--- src/rtl/pipe_control_unit.sv ---
// Pipelined control: decodes the ID opcode and carries EX/MEM/WB control through
// the ID/EX, EX/MEM and MEM/WB registers, with load-use stall and branch flush.
module pipe_control_unit #(
    parameter int REG_ADDR_W  = 5,
    parameter int ALUOP_W     = 2,
    parameter int STALL_CNT_W = 16
) (
    input  logic                   clk_i,
    input  logic                   rst_i,
    input  logic                   valid_i,
    input  logic [6:0]             Op_i,
    input  logic [REG_ADDR_W-1:0]  rs1_i,
    input  logic [REG_ADDR_W-1:0]  rs2_i,
    input  logic [REG_ADDR_W-1:0]  rd_i,
    input  logic                   flush_i,
    output logic                   stall_o,
    output logic [ALUOP_W-1:0]     ex_ALUOp_o,
    output logic                   ex_ALUSrc_o,
    output logic [REG_ADDR_W-1:0]  ex_rd_o,
    output logic                   mem_MemRead_o,
    output logic                   mem_MemWrite_o,
    output logic [REG_ADDR_W-1:0]  mem_rd_o,
    output logic                   wb_RegWrite_o,
    output logic                   wb_MemToReg_o,
    output logic [REG_ADDR_W-1:0]  wb_rd_o,
    output logic [STALL_CNT_W-1:0] stall_cnt_o
);

    localparam logic [6:0] OP_R     = 7'b0110011;
    localparam logic [6:0] OP_I     = 7'b0010011;
    localparam logic [6:0] OP_LOAD  = 7'b0000011;
    localparam logic [6:0] OP_STORE = 7'b0100011;
    localparam logic [6:0] OP_BR    = 7'b1100011;

    typedef struct packed {
        logic [ALUOP_W-1:0]    alu_op;
        logic                  alu_src;
        logic                  reg_write;
        logic                  mem_to_reg;
        logic                  mem_read;
        logic                  mem_write;
        logic [REG_ADDR_W-1:0] rd;
    } id_ex_t;

    typedef struct packed {
        logic                  reg_write;
        logic                  mem_to_reg;
        logic                  mem_read;
        logic                  mem_write;
        logic [REG_ADDR_W-1:0] rd;
    } ex_mem_t;

    typedef struct packed {
        logic                  reg_write;
        logic                  mem_to_reg;
        logic [REG_ADDR_W-1:0] rd;
    } mem_wb_t;

    id_ex_t  dec;
    id_ex_t  id_ex_d, id_ex_q;
    ex_mem_t ex_mem_d, ex_mem_q;
    mem_wb_t mem_wb_d, mem_wb_q;
    logic    uses_rs1, uses_rs2;
    logic    hit_rs1, hit_rs2;
    logic [STALL_CNT_W-1:0] cnt_d, cnt_q;

    always_comb begin
        dec      = '0;
        uses_rs1 = 1'b0;
        uses_rs2 = 1'b0;
        case (Op_i)
            OP_R: begin
                dec.reg_write = 1'b1;
                uses_rs1      = 1'b1;
                uses_rs2      = 1'b1;
            end
            OP_I: begin
                dec.alu_op    = ALUOP_W'(2'b01);
                dec.alu_src   = 1'b1;
                dec.reg_write = 1'b1;
                uses_rs1      = 1'b1;
            end
            OP_LOAD: begin
                dec.alu_op     = ALUOP_W'(2'b10);
                dec.alu_src    = 1'b1;
                dec.reg_write  = 1'b1;
                dec.mem_to_reg = 1'b1;
                dec.mem_read   = 1'b1;
                uses_rs1       = 1'b1;
            end
            OP_STORE: begin
                dec.alu_op    = ALUOP_W'(2'b10);
                dec.alu_src   = 1'b1;
                dec.mem_write = 1'b1;
                uses_rs1      = 1'b1;
                uses_rs2      = 1'b1;
            end
            OP_BR: begin
                dec.alu_op = ALUOP_W'(2'b11);
                uses_rs1   = 1'b1;
                uses_rs2   = 1'b1;
            end
            default: ;
        endcase
        // Non-writing instructions carry rd=0 so nothing downstream can match it.
        dec.rd = dec.reg_write ? rd_i : '0;
    end

    assign hit_rs1 = uses_rs1 && (id_ex_q.rd == rs1_i);
    assign hit_rs2 = uses_rs2 && (id_ex_q.rd == rs2_i);
    assign stall_o = id_ex_q.mem_read && (id_ex_q.rd != '0) && valid_i
                     && (hit_rs1 || hit_rs2);

    always_comb begin
        id_ex_d = (flush_i || stall_o || !valid_i) ? '0 : dec;

        ex_mem_d.reg_write  = id_ex_q.reg_write;
        ex_mem_d.mem_to_reg = id_ex_q.mem_to_reg;
        ex_mem_d.mem_read   = id_ex_q.mem_read;
        ex_mem_d.mem_write  = id_ex_q.mem_write;
        ex_mem_d.rd         = id_ex_q.rd;

        mem_wb_d.reg_write  = ex_mem_q.reg_write;
        mem_wb_d.mem_to_reg = ex_mem_q.mem_to_reg;
        mem_wb_d.rd         = ex_mem_q.rd;

        cnt_d = cnt_q;
        if (stall_o && !flush_i && !(&cnt_q)) begin
            cnt_d = cnt_q + STALL_CNT_W'(1);
        end
    end

    always_ff @(posedge clk_i) begin
        if (rst_i) begin
            id_ex_q  <= '0;
            ex_mem_q <= '0;
            mem_wb_q <= '0;
            cnt_q    <= '0;
        end else begin
            id_ex_q  <= id_ex_d;
            ex_mem_q <= ex_mem_d;
            mem_wb_q <= mem_wb_d;
            cnt_q    <= cnt_d;
        end
    end

    assign ex_ALUOp_o     = id_ex_q.alu_op;
    assign ex_ALUSrc_o    = id_ex_q.alu_src;
    assign ex_rd_o        = id_ex_q.rd;
    assign mem_MemRead_o  = ex_mem_q.mem_read;
    assign mem_MemWrite_o = ex_mem_q.mem_write;
    assign mem_rd_o       = ex_mem_q.rd;
    assign wb_RegWrite_o  = mem_wb_q.reg_write;
    assign wb_MemToReg_o  = mem_wb_q.mem_to_reg;
    assign wb_rd_o        = mem_wb_q.rd;
    assign stall_cnt_o    = cnt_q;

endmodule
--- config.mk ---
export PLATFORM = sky130hd
export DESIGN_NAME = pipe_control_unit
export DESIGN_NICKNAME = d
export VERILOG_FILES = /design/src/rtl/pipe_control_unit.sv
export SDC_FILE = /design/constraint.sdc
export NUM_CORES = 1
export LEC_CHECK = 0
export CAP_MARGIN = 20
export CELL_PAD_IN_SITES_DETAIL_PLACEMENT = 1
export CELL_PAD_IN_SITES_GLOBAL_PLACEMENT = 1
export CORE_ASPECT_RATIO = 1.25
export CORE_MARGIN = 8
export CORE_UTILIZATION = 30
export CTS_CLUSTER_DIAMETER = 60
export DETAILED_ROUTE_END_ITERATION = 12
export PLACE_DENSITY = 0.86
export SLEW_MARGIN = 10
export SYNTH_ARGS = -nofsm -noshare
export SYNTH_HDL_FRONTEND = slang
export SYNTH_SLANG_ARGS = --single-unit
--- constraint.sdc ---
create_clock -name clk_i -period 2.14 [get_ports clk_i]
set_input_delay 0.214 -clock clk_i [delete_from_list [all_inputs] [get_ports clk_i]]
set_output_delay 0.214 -clock clk_i [all_outputs]
set_load 0.02 [all_outputs]
Word-level counts from Yosys, hierarchy flattened
Index checks and enable logic that the tools add are counted.
{ "word_totals": {"n_memories": 0, "mem_bits_rw": 0, "inputBits": 26, "latchBits": 0, "rom_bits": 0, "ff_bits": 44} }
{ "classes": {"muxes": 7, "shifts": 0, "n_eq_ne": 7, "bitwise_logic": 1, "multipliers": 0, "div_mod_pow": 0, "add_sub_neg": 1, "reduce_logical": 22, "n_lt_le_gt_ge": 0} }
{ "ops": {"columns": ["cell", "n"], "rows": [
  ["$add 16x1->16 const B", 1],
  ["$reduce_and 16->1", 1],
  ["$eq 7x6->1 const B", 2],
  ["$reduce_or 3->1", 4],
  ["$eq 5x5->1", 2],
  ["$eq 7x2->1 const B", 1],
  ["$eq 7x5->1 const B", 1],
  ["$eq 7x7->1 const B", 1],
  ["$logic_and 1x1->1", 7],
  ["$pmux 2 s3", 1],
  ["$mux 1", 5],
  ["$reduce_bool 5->1", 1],
  ["$reduce_or 5->1", 1],
  ["$reduce_or 2->1", 2],
  ["$logic_not 1->1", 3],
  ["$logic_or 1x1->1", 3],
  ["$mux 2", 1],
  ["$not 1->1", 1]
]} }

Logic depth before layout (Yosys ltp)
Gate-level depths: netlist (run 1).
{ "logic_depth": {"word_depth": 9, "depth_mapped": 7, "ltp_nobuf": 7} }

Least setup slack after synthesis (run 1)
Ideal clock, no wire load.
{ "synth_path": {"path_kind": "flip-flop to flip-flop", "startpoint": "reg cnt_q[0] (netlist: stall_cnt_o[0])", "endpoint": "reg cnt_q[13] (netlist: stall_cnt_o[13])", "period_less_slack_ps": 2169, "path_stages_with_launch": 7, "arrival_ps": 2047, "required_time_ps": 2019, "slack_ps": -29, "cell_sequence": "dfxtp_1 -> ha_1 -> and4_1 -> a41oi_2 -> nand4_2 -> or3_1 -> mux2_4"} }
{ "synth_between": {"elab_chain_len": 3, "word_cells_on_any_way": 4} }
{ "synth_rtl": {"columns": ["item", "line", "text"], "rows": [
  ["start: declaration", "65", "logic [STALL_CNT_W-1:0] cnt_d, cnt_q;"],
  ["start signal: assignment", "143", "cnt_q <= cnt_d;"],
  ["branches (longest 3 deep; another with $add 16x1->16)", null, null]
]} }
Parallel ways; which one is timed is not known.
A chain may end at the register's enable or synchronous reset.

Worst setup path in the final report (run 1)
{ "layout_path": {"startpoint": "in Op_i[5]", "endpoint": "reg cnt_q[8] (netlist: stall_cnt_o[8])"} }
{ "layout_between": {"elab_chain_len": 8, "word_cells_on_any_way": 15} }
{ "layout_rtl": {"columns": ["item", "line", "text"], "rows": [
  ["start: declaration", "11", "input logic [6:0] Op_i,"],
  ["$eq 7x7->1, or another cell as far along", "71", "case (Op_i)"],
  ["$reduce_or 5->1 (no source line) or $reduce_or 3->1 (tied branches)", null, null],
  ["$mux 1", "71", null],
  ["$logic_and 1x1->1 (on tied branches)", "109, 110", null],
  ["$logic_or 1x1->1 *", "112", "&& (hit_rs1 || hit_rs2);"],
  ["$logic_and 1x1->1 *", "112", null],
  ["$logic_and 1x1->1 * (2 in series)", "128", "if (stall_o && !flush_i && !(&cnt_q)) begin"]
]} }
Every way passes the cells marked *; elsewhere a longest branch is shown, timed or not.

==> out/metrics.csv, run 1 <==
metric,value,unit
Clock Sinks,42,
number of synthesized flops with an enable pin,0,
Longest Clk Path Bufs,2,
TritonRoute pass-1 iters,4,
hold path depth,1,
CP endpoint kind,flop,
critical path's most frequent cell,buf_4,
status,"finished, final reports clean",
Final Critical Period,2.075,ns
Final Cycle Share,0.9698,
worst path bufs/invs,3,
Max Cap Viol,0,
hold_ws,0.4432,ns
worst skew pair latency,0.30,ns
total CTS buffers,5,
switching share of power,0.2457,
CP max-delay cell,clkdlybuf4s50_1,
GRT Total Usage,0.1293,
most frequent cells after synthesis,"dfxtp_1, nor2_1, nor2b_1",
Mean Syn Cell Area,10.16,um^2
final setup fails,0,
RePlAce Congestion,0.7783,
vias post-DR,1648,
multi-input logic area,997.2,um^2
row count,32,
fmax,481.8,MHz
Die X,87.54,um
"Cell Area, Synth",1919,um^2
RSZ-0062 raised after global routing,yes,
setup TNS,0,ns
Hold EP,ex_mem_q[8],
die area,9229,um^2
initial DRC count,109,
final hold violation count,0,
Yosys top cell area share,0.4381,
synthesis warning total,0,
PwrDens,496.2,nW/um^2
Syn Nets,216,
drt wl/cell,16.09,um
Combinational Power Share,0.085,
endpoint of the worst register-to-register path,stall_cnt_o[8],
final count of pins violating max slew,0,
Antenna Cells,0,
critical path cell sequence,clkdlybuf4s50_1 -> nand2b_4 -> a2111oi_4 -> buf_4 -> a22oi_2 -> buf_4 -> nor3_4 -> nand3_1 -> mux2_2,
post-synthesis sequential area ratio,0.4381,
CP Max Fanout,4,
"Clk pin slew, worst setup/hold paths",0.09,ns
critical path startpoint category,input pin,
Tightest Pin Transition,0.3689,ns
Layout area overhead,51.17,%
internal power,1.086,mW
total wire length,5760,um
worst rel slew slack,0.7532,
CTS Hold Bufs,0,
R2R Setup Slk,0.08,ns
initial antenna violation count,0,
WP data arrival,2.27,ns
NetSw,0.3538,mW
Synth cell types,41,
initial core utilization,0.3113,
Sequential Power Share,0.543,
Clk network pwr share,0.372,
fraction of layout cells with a size suffix above 1,0.2454,
# DRC,0,
top post-synthesis cells by area,"dfxtp_1, nor2b_1, xor2_1",
Reg2Reg Depth,8,
Seq. cell area,845.8,um^2
CP max stage delay,0.53,ns
first-pass GRT wire length,9356,um
port bufs,64,
HPWL Detailed,4537,um
global route overflow,0,
Die Ht,105.4,um
#FFs+latches synth,42,
Tot Pwr,1.440,mW
core area,6166,um^2
"count leader, synth",dfxtp_1,
Root Buffer,clkbuf_8,
Max IR drop VDD,0.2418,mV
Main synth FF type,dfxtp_1,
largest net degree at the start of global routing,22,
CTS tree,done,
H-tree depth,2,
hold wc startpoint,ex_mem_d[8],
# fillers,715,
DR vias/cell,4.603,
Detail Route Antenna Nets,0,
RR Startpoint,ex_rd_o[1],
Synth area leader,dfxtp_1,
postcts setup bufs,0,
worst hold path class,flop to flop,
Post-synth ARST share,0,
CP required,2.33,ns
final core occ,0.4706,
family with the most delay on the worst path,buffers and inverters,
vias in the first global route,1805,
boundary pin count,65,
WS Path Type,input pin to flop,
Post-Synthesis Cells,189,
clk_skew,0.002869,ns
nets@finish,299,
final instance area,2902,um^2
Leak,1.155,nW
DP Area,2799,um^2
[worst register-to-register path: cells and delay by family, from the launching register on]
family                 cells  cell delay [ns]
AO/OA/AOI/OAI              2             0.48
XOR/XNOR                   1             0.19
buffers and inverters      2             0.36
flip-flops                 1             0.35
multiplexers               1             0.28
AND/OR/NAND/NOR            2             0.31
[timing repair]
item,4_1_cts,5_1_grt
pin swaps,1,3
gates resized for setup,5,4
setup endpoints to repair,2,12
[how the worst max path moves through the flow]
stage          slack (ns)         endpoint  cells after the start           start
2_1_floorplan       0.008  stall_cnt_o[13]                      6  stall_cnt_o[0]
3_3_place_gp        -0.21          stall_o                      7         Op_i[5]
3_5_place_dp        -0.26   stall_cnt_o[8]                      9         Op_i[5]
4_1_cts             0.008   stall_cnt_o[8]                      9      ex_rd_o[1]
5_1_grt             -0.03       ex_rd_o[3]                      8      ex_rd_o[0]
6_report             0.06   stall_cnt_o[8]                      9         Op_i[5]
[layer usage]
metal,GRT usage,part of all wire
met2,0.2524,0.56
met1,0.1298,0.39
met3,0.02176,0.029
met5,0,0
met4,0.04686,0.018
[registers in the layout, indices dropped and copies added, names as in the netlist]
register,cells
ex_ALUOp_o,2
ex_ALUSrc_o,1
ex_mem_d,3
ex_mem_q,2
ex_rd_o,5
mem_MemWrite_o,1
mem_rd_o,5
stall_cnt_o,16
wb_MemToReg_o,1
wb_RegWrite_o,1
wb_rd_o,5
[per-stage QoR]
stage / setup WS, ns / std cells
final: 0.06456 / 358
after global routing: -0.02625 / 358
after CTS: 0.008076 / 358
after detailed placement: -0.2606 / 350
after global placement: -0.2083 / 350
after floorplan: 0.007545 / 189
[cell type report]
| class | instances | area share |
|---|---|---|
| flip-flops and latches | 42 | 0.2915 |
| clock buffers | 5 | 0.02372 |
| well taps | 85 | 0.03665 |
| clock inverters | 3 | 0.008624 |
| repair buffers | 91 | 0.2932 |
| multi-input cells | 130 | 0.3437 |
| inverters | 2 | 0.002587 |
[logic make-up (layout without fill, tap and decap cells)]
logic type      count (synthesis)  count (layout)  share of synthesized area
xor+xnor                       18              18                    0.08214
flops                          42              42                     0.4381
mux                             5               5                    0.03455
compound gates                 12              12                    0.06063
buf+inv                        17             101                    0.05280
fa+ha+maj                       1               1                   0.006518
simple gates                   94              94                     0.3253
[cells in the final DEF, fill, tap and decap left out, types with 5 or more instances in the layout]
| master | netlist | final |
|---|---|---|
| clkdlybuf4s50_1 | 0 | 63 |
| buf_4 | 10 | 26 |
| nand2_1 | 5 | 5 |
| nor2_1 | 22 | 21 |
| xor2_1 | 13 | 13 |
| nand4_1 | 7 | 7 |
| nor2b_1 | 19 | 19 |
| a21oi_1 | 5 | 5 |
| and3_2 | 6 | 6 |
| xnor2_1 | 5 | 5 |
| dfxtp_1 | 42 | 38 |
| clkbuf_8 | 0 | 5 |
[power groups by stage]
stage	sequential [mW]	combinational, mW	clock, mW
6_report	0.781	0.123	0.535
5_1_grt	0.782	0.132	0.585
3_3_place_gp	0.800	0.117	0
2_1_floorplan	0.800	0.0423	0
3_5_place_dp	0.800	0.121	0
4_1_cts	0.782	0.123	0.560
Note: power is estimated with default switching activity, not from simulation.
==> run 2, diff against run 1 <==
- CAP_MARGIN: 20 -> 15
==> results of run 2 <==
Same layout as run 1: the final DEF is identical, and so are final timing and power.
==> run 3, diff against run 2 <==
- CORE_ASPECT_RATIO: 1.25 -> default
==> out/metrics.csv, run 3 (same netlist as run 1, synthesis figures left out) <==
metric,value,unit,change
vias in the first global route,1801,,was 1805
final instance area,2878,um^2,was 2902 um^2
HPWL Detailed,4420,um,was 4537 um
status,"finished, final reports clean",,unchanged
Die X,95.99,um,was 87.54 um
boundary pin count,65,,unchanged
"leading cell type in the layout, fill and taps excluded",clkdlybuf4s50_1,,unchanged
global route overflow,0,,unchanged
nets@finish,299,,unchanged
Leak,1.142,nW,was 1.155 nW
DP Area,2769,um^2,was 2799 um^2
total wire length,5708,um,was 5760 um
setup TNS,0,ns,unchanged
CTS Hold Bufs,0,,unchanged
CP max stage delay,0.55,ns,was 0.53 ns
WP data arrival,2.24,ns,was 2.27 ns
first-pass GRT wire length,9239,um,was 9356 um
worst rel slew slack,0.7423,,was 0.7532
Die Ht,95.99,um,was 105.4 um
vias post-DR,1661,,was 1648
initial DRC count,77,,was 109
"Clk pin slew, worst setup/hold paths",0.08,ns,was 0.09 ns
worst hold path class,flop to flop,,unchanged
worst skew pair latency,0.30,ns,about the same
critical path cell sequence,or4_1 -> nor2_2 -> or3b_2 -> nor4b_4 -> nand2_1 -> mux2_4,,was clkdlybuf4s50_1 -> nand2b_4 -> a2111oi_4 -> buf_4 -> a22oi_2 -> buf_4 -> nor3_4 -> nand3_1 -> mux2_2
final hold violation count,0,,unchanged
die area,9213,um^2,was 9229 um^2
Antenna Cells,0,,unchanged
Tightest Pin Transition,0.3865,ns,was 0.3689 ns
final count of pins violating max slew,0,,unchanged
initial core utilization,0.3058,,was 0.3113
fraction of layout cells with a size suffix above 1,0.2344,,was 0.2454
family with the most delay on the worst path,simple AND/OR/NAND/NOR gates,,was buffers and inverters
drt wl/cell,16.31,um,was 16.09 um
WS Path Type,flop to flop,,was input pin to flop
Detail Route Antenna Nets,0,,unchanged
port bufs,64,,unchanged
# fillers,716,,was 715
Seq. cell area,845.8,um^2,unchanged
DR vias/cell,4.746,,was 4.603
fmax,486.5,MHz,was 481.8 MHz
core area,6277,um^2,was 6166 um^2
Final Cycle Share,0.9604,,was 0.9698
clk_skew,0.01256,ns,was 0.002869 ns
"commonest cells after routing, fill and taps aside","clkdlybuf4s50_1, dfxtp_1, buf_4",,unchanged
total CTS buffers,5,,unchanged
CP endpoint kind,flop,,unchanged
GRT Total Usage,0.1290,,was 0.1293
H-tree depth,2,,unchanged
CP Max Fanout,5,,was 4
Layout area overhead,49.93,%,was 51.17%
largest net degree at the start of global routing,22,,unchanged
Longest Clk Path Bufs,2,,unchanged
CP required,2.32,ns,was 2.33 ns
CTS tree,done,,unchanged
Final Critical Period,2.055,ns,was 2.075 ns
TritonRoute pass-1 iters,4,,unchanged
final setup fails,0,,unchanged
RePlAce Congestion,0.8010,,was 0.7783
Tot Pwr,1.411,mW,was 1.440 mW
PwrDens,490.4,nW/um^2,was 496.2 nW/um^2
CP max-delay cell,or3b_2,,was clkdlybuf4s50_1
row count,29,,was 32
initial antenna violation count,0,,unchanged
RSZ-0062 raised after global routing,yes,,unchanged
worst path bufs/invs,0,,was 3
Max Cap Viol,0,,unchanged
# DRC,0,,unchanged
Root Buffer,clkbuf_8,,unchanged
Clock Sinks,42,,unchanged
critical path startpoint category,flop,,was input pin
max reg flops,16,,unchanged
multi-input logic area,999.7,um^2,was 997.2 um^2
Max IR drop VDD,0.2800,mV,was 0.2418 mV
[run 3: path summary, 6_finish.rpt]
| path | to | from | cells after the start | slack, ns |
|---|---|---|---|---|
| setup / recovery | stall_cnt_o[14] | ex_rd_o[2] | 6 | 0.08 |
| hold / removal | ex_mem_q[8] | ex_mem_d[8] | 1 | 0.45 |
| hold reg to reg | ex_mem_q[8] | ex_mem_d[8] | 1 | 0.45 |
| setup reg to reg | stall_cnt_o[14] | ex_rd_o[2] | 6 | 0.08 |
[run 3: per-stage QoR]
stage | utilization | setup slack, ns | std cells | hold slack, ns
floorplan | - | 0.007545 | 189 | 0.2908
global placement | 0.4411 | -0.2391 | 341 | 0.4214
detailed placement | 0.4411 | -0.3270 | 341 | 0.4361
CTS | 0.4553 | 0.008054 | 349 | 0.4548
global route | 0.4584 | -0.04436 | 350 | 0.4699
finish | 0.4584 | 0.08469 | 350 | 0.4541
[run 3: power breakdown]
group / total, mW / internal, mW / switching, mW / leakage [nW]
clock network: 0.509 / 0.230 / 0.278 / 0.0452
logic: 0.122 / 0.0703 / 0.0520 / 0.758
registers: 0.780 / 0.780 / 0.000340 / 0.339
total: 1.41 / 1.08 / 0.331 / 1.14
[run 3: timing repair]
item                                   4_1_cts  5_1_grt
pin swaps                                    1        2
endpoints found under the hold margin        0        0
setup endpoints to repair                    4        7
resized for setup                            4        6
setup buffers                                0        1
cloned                                       0        0
[run 3: cell type report]
class                      count  area share
clock buffer                   6     0.02522
clock inverter                 2    0.004783
inverter                       2    0.002609
multi-input combinational    130      0.3474
sequential                    42      0.2939
tap                           77     0.03348
timing repair buffer          91      0.2926
[run 3: routing by layer]
metal	share of wire	vias up	track usage
li1	-	814	-
met1	0.41	801	0.1431
met2	0.53	42	0.2287
met3	0.051	4	0.03822
met4	0.013	0	0.04353
met5	0	-	0
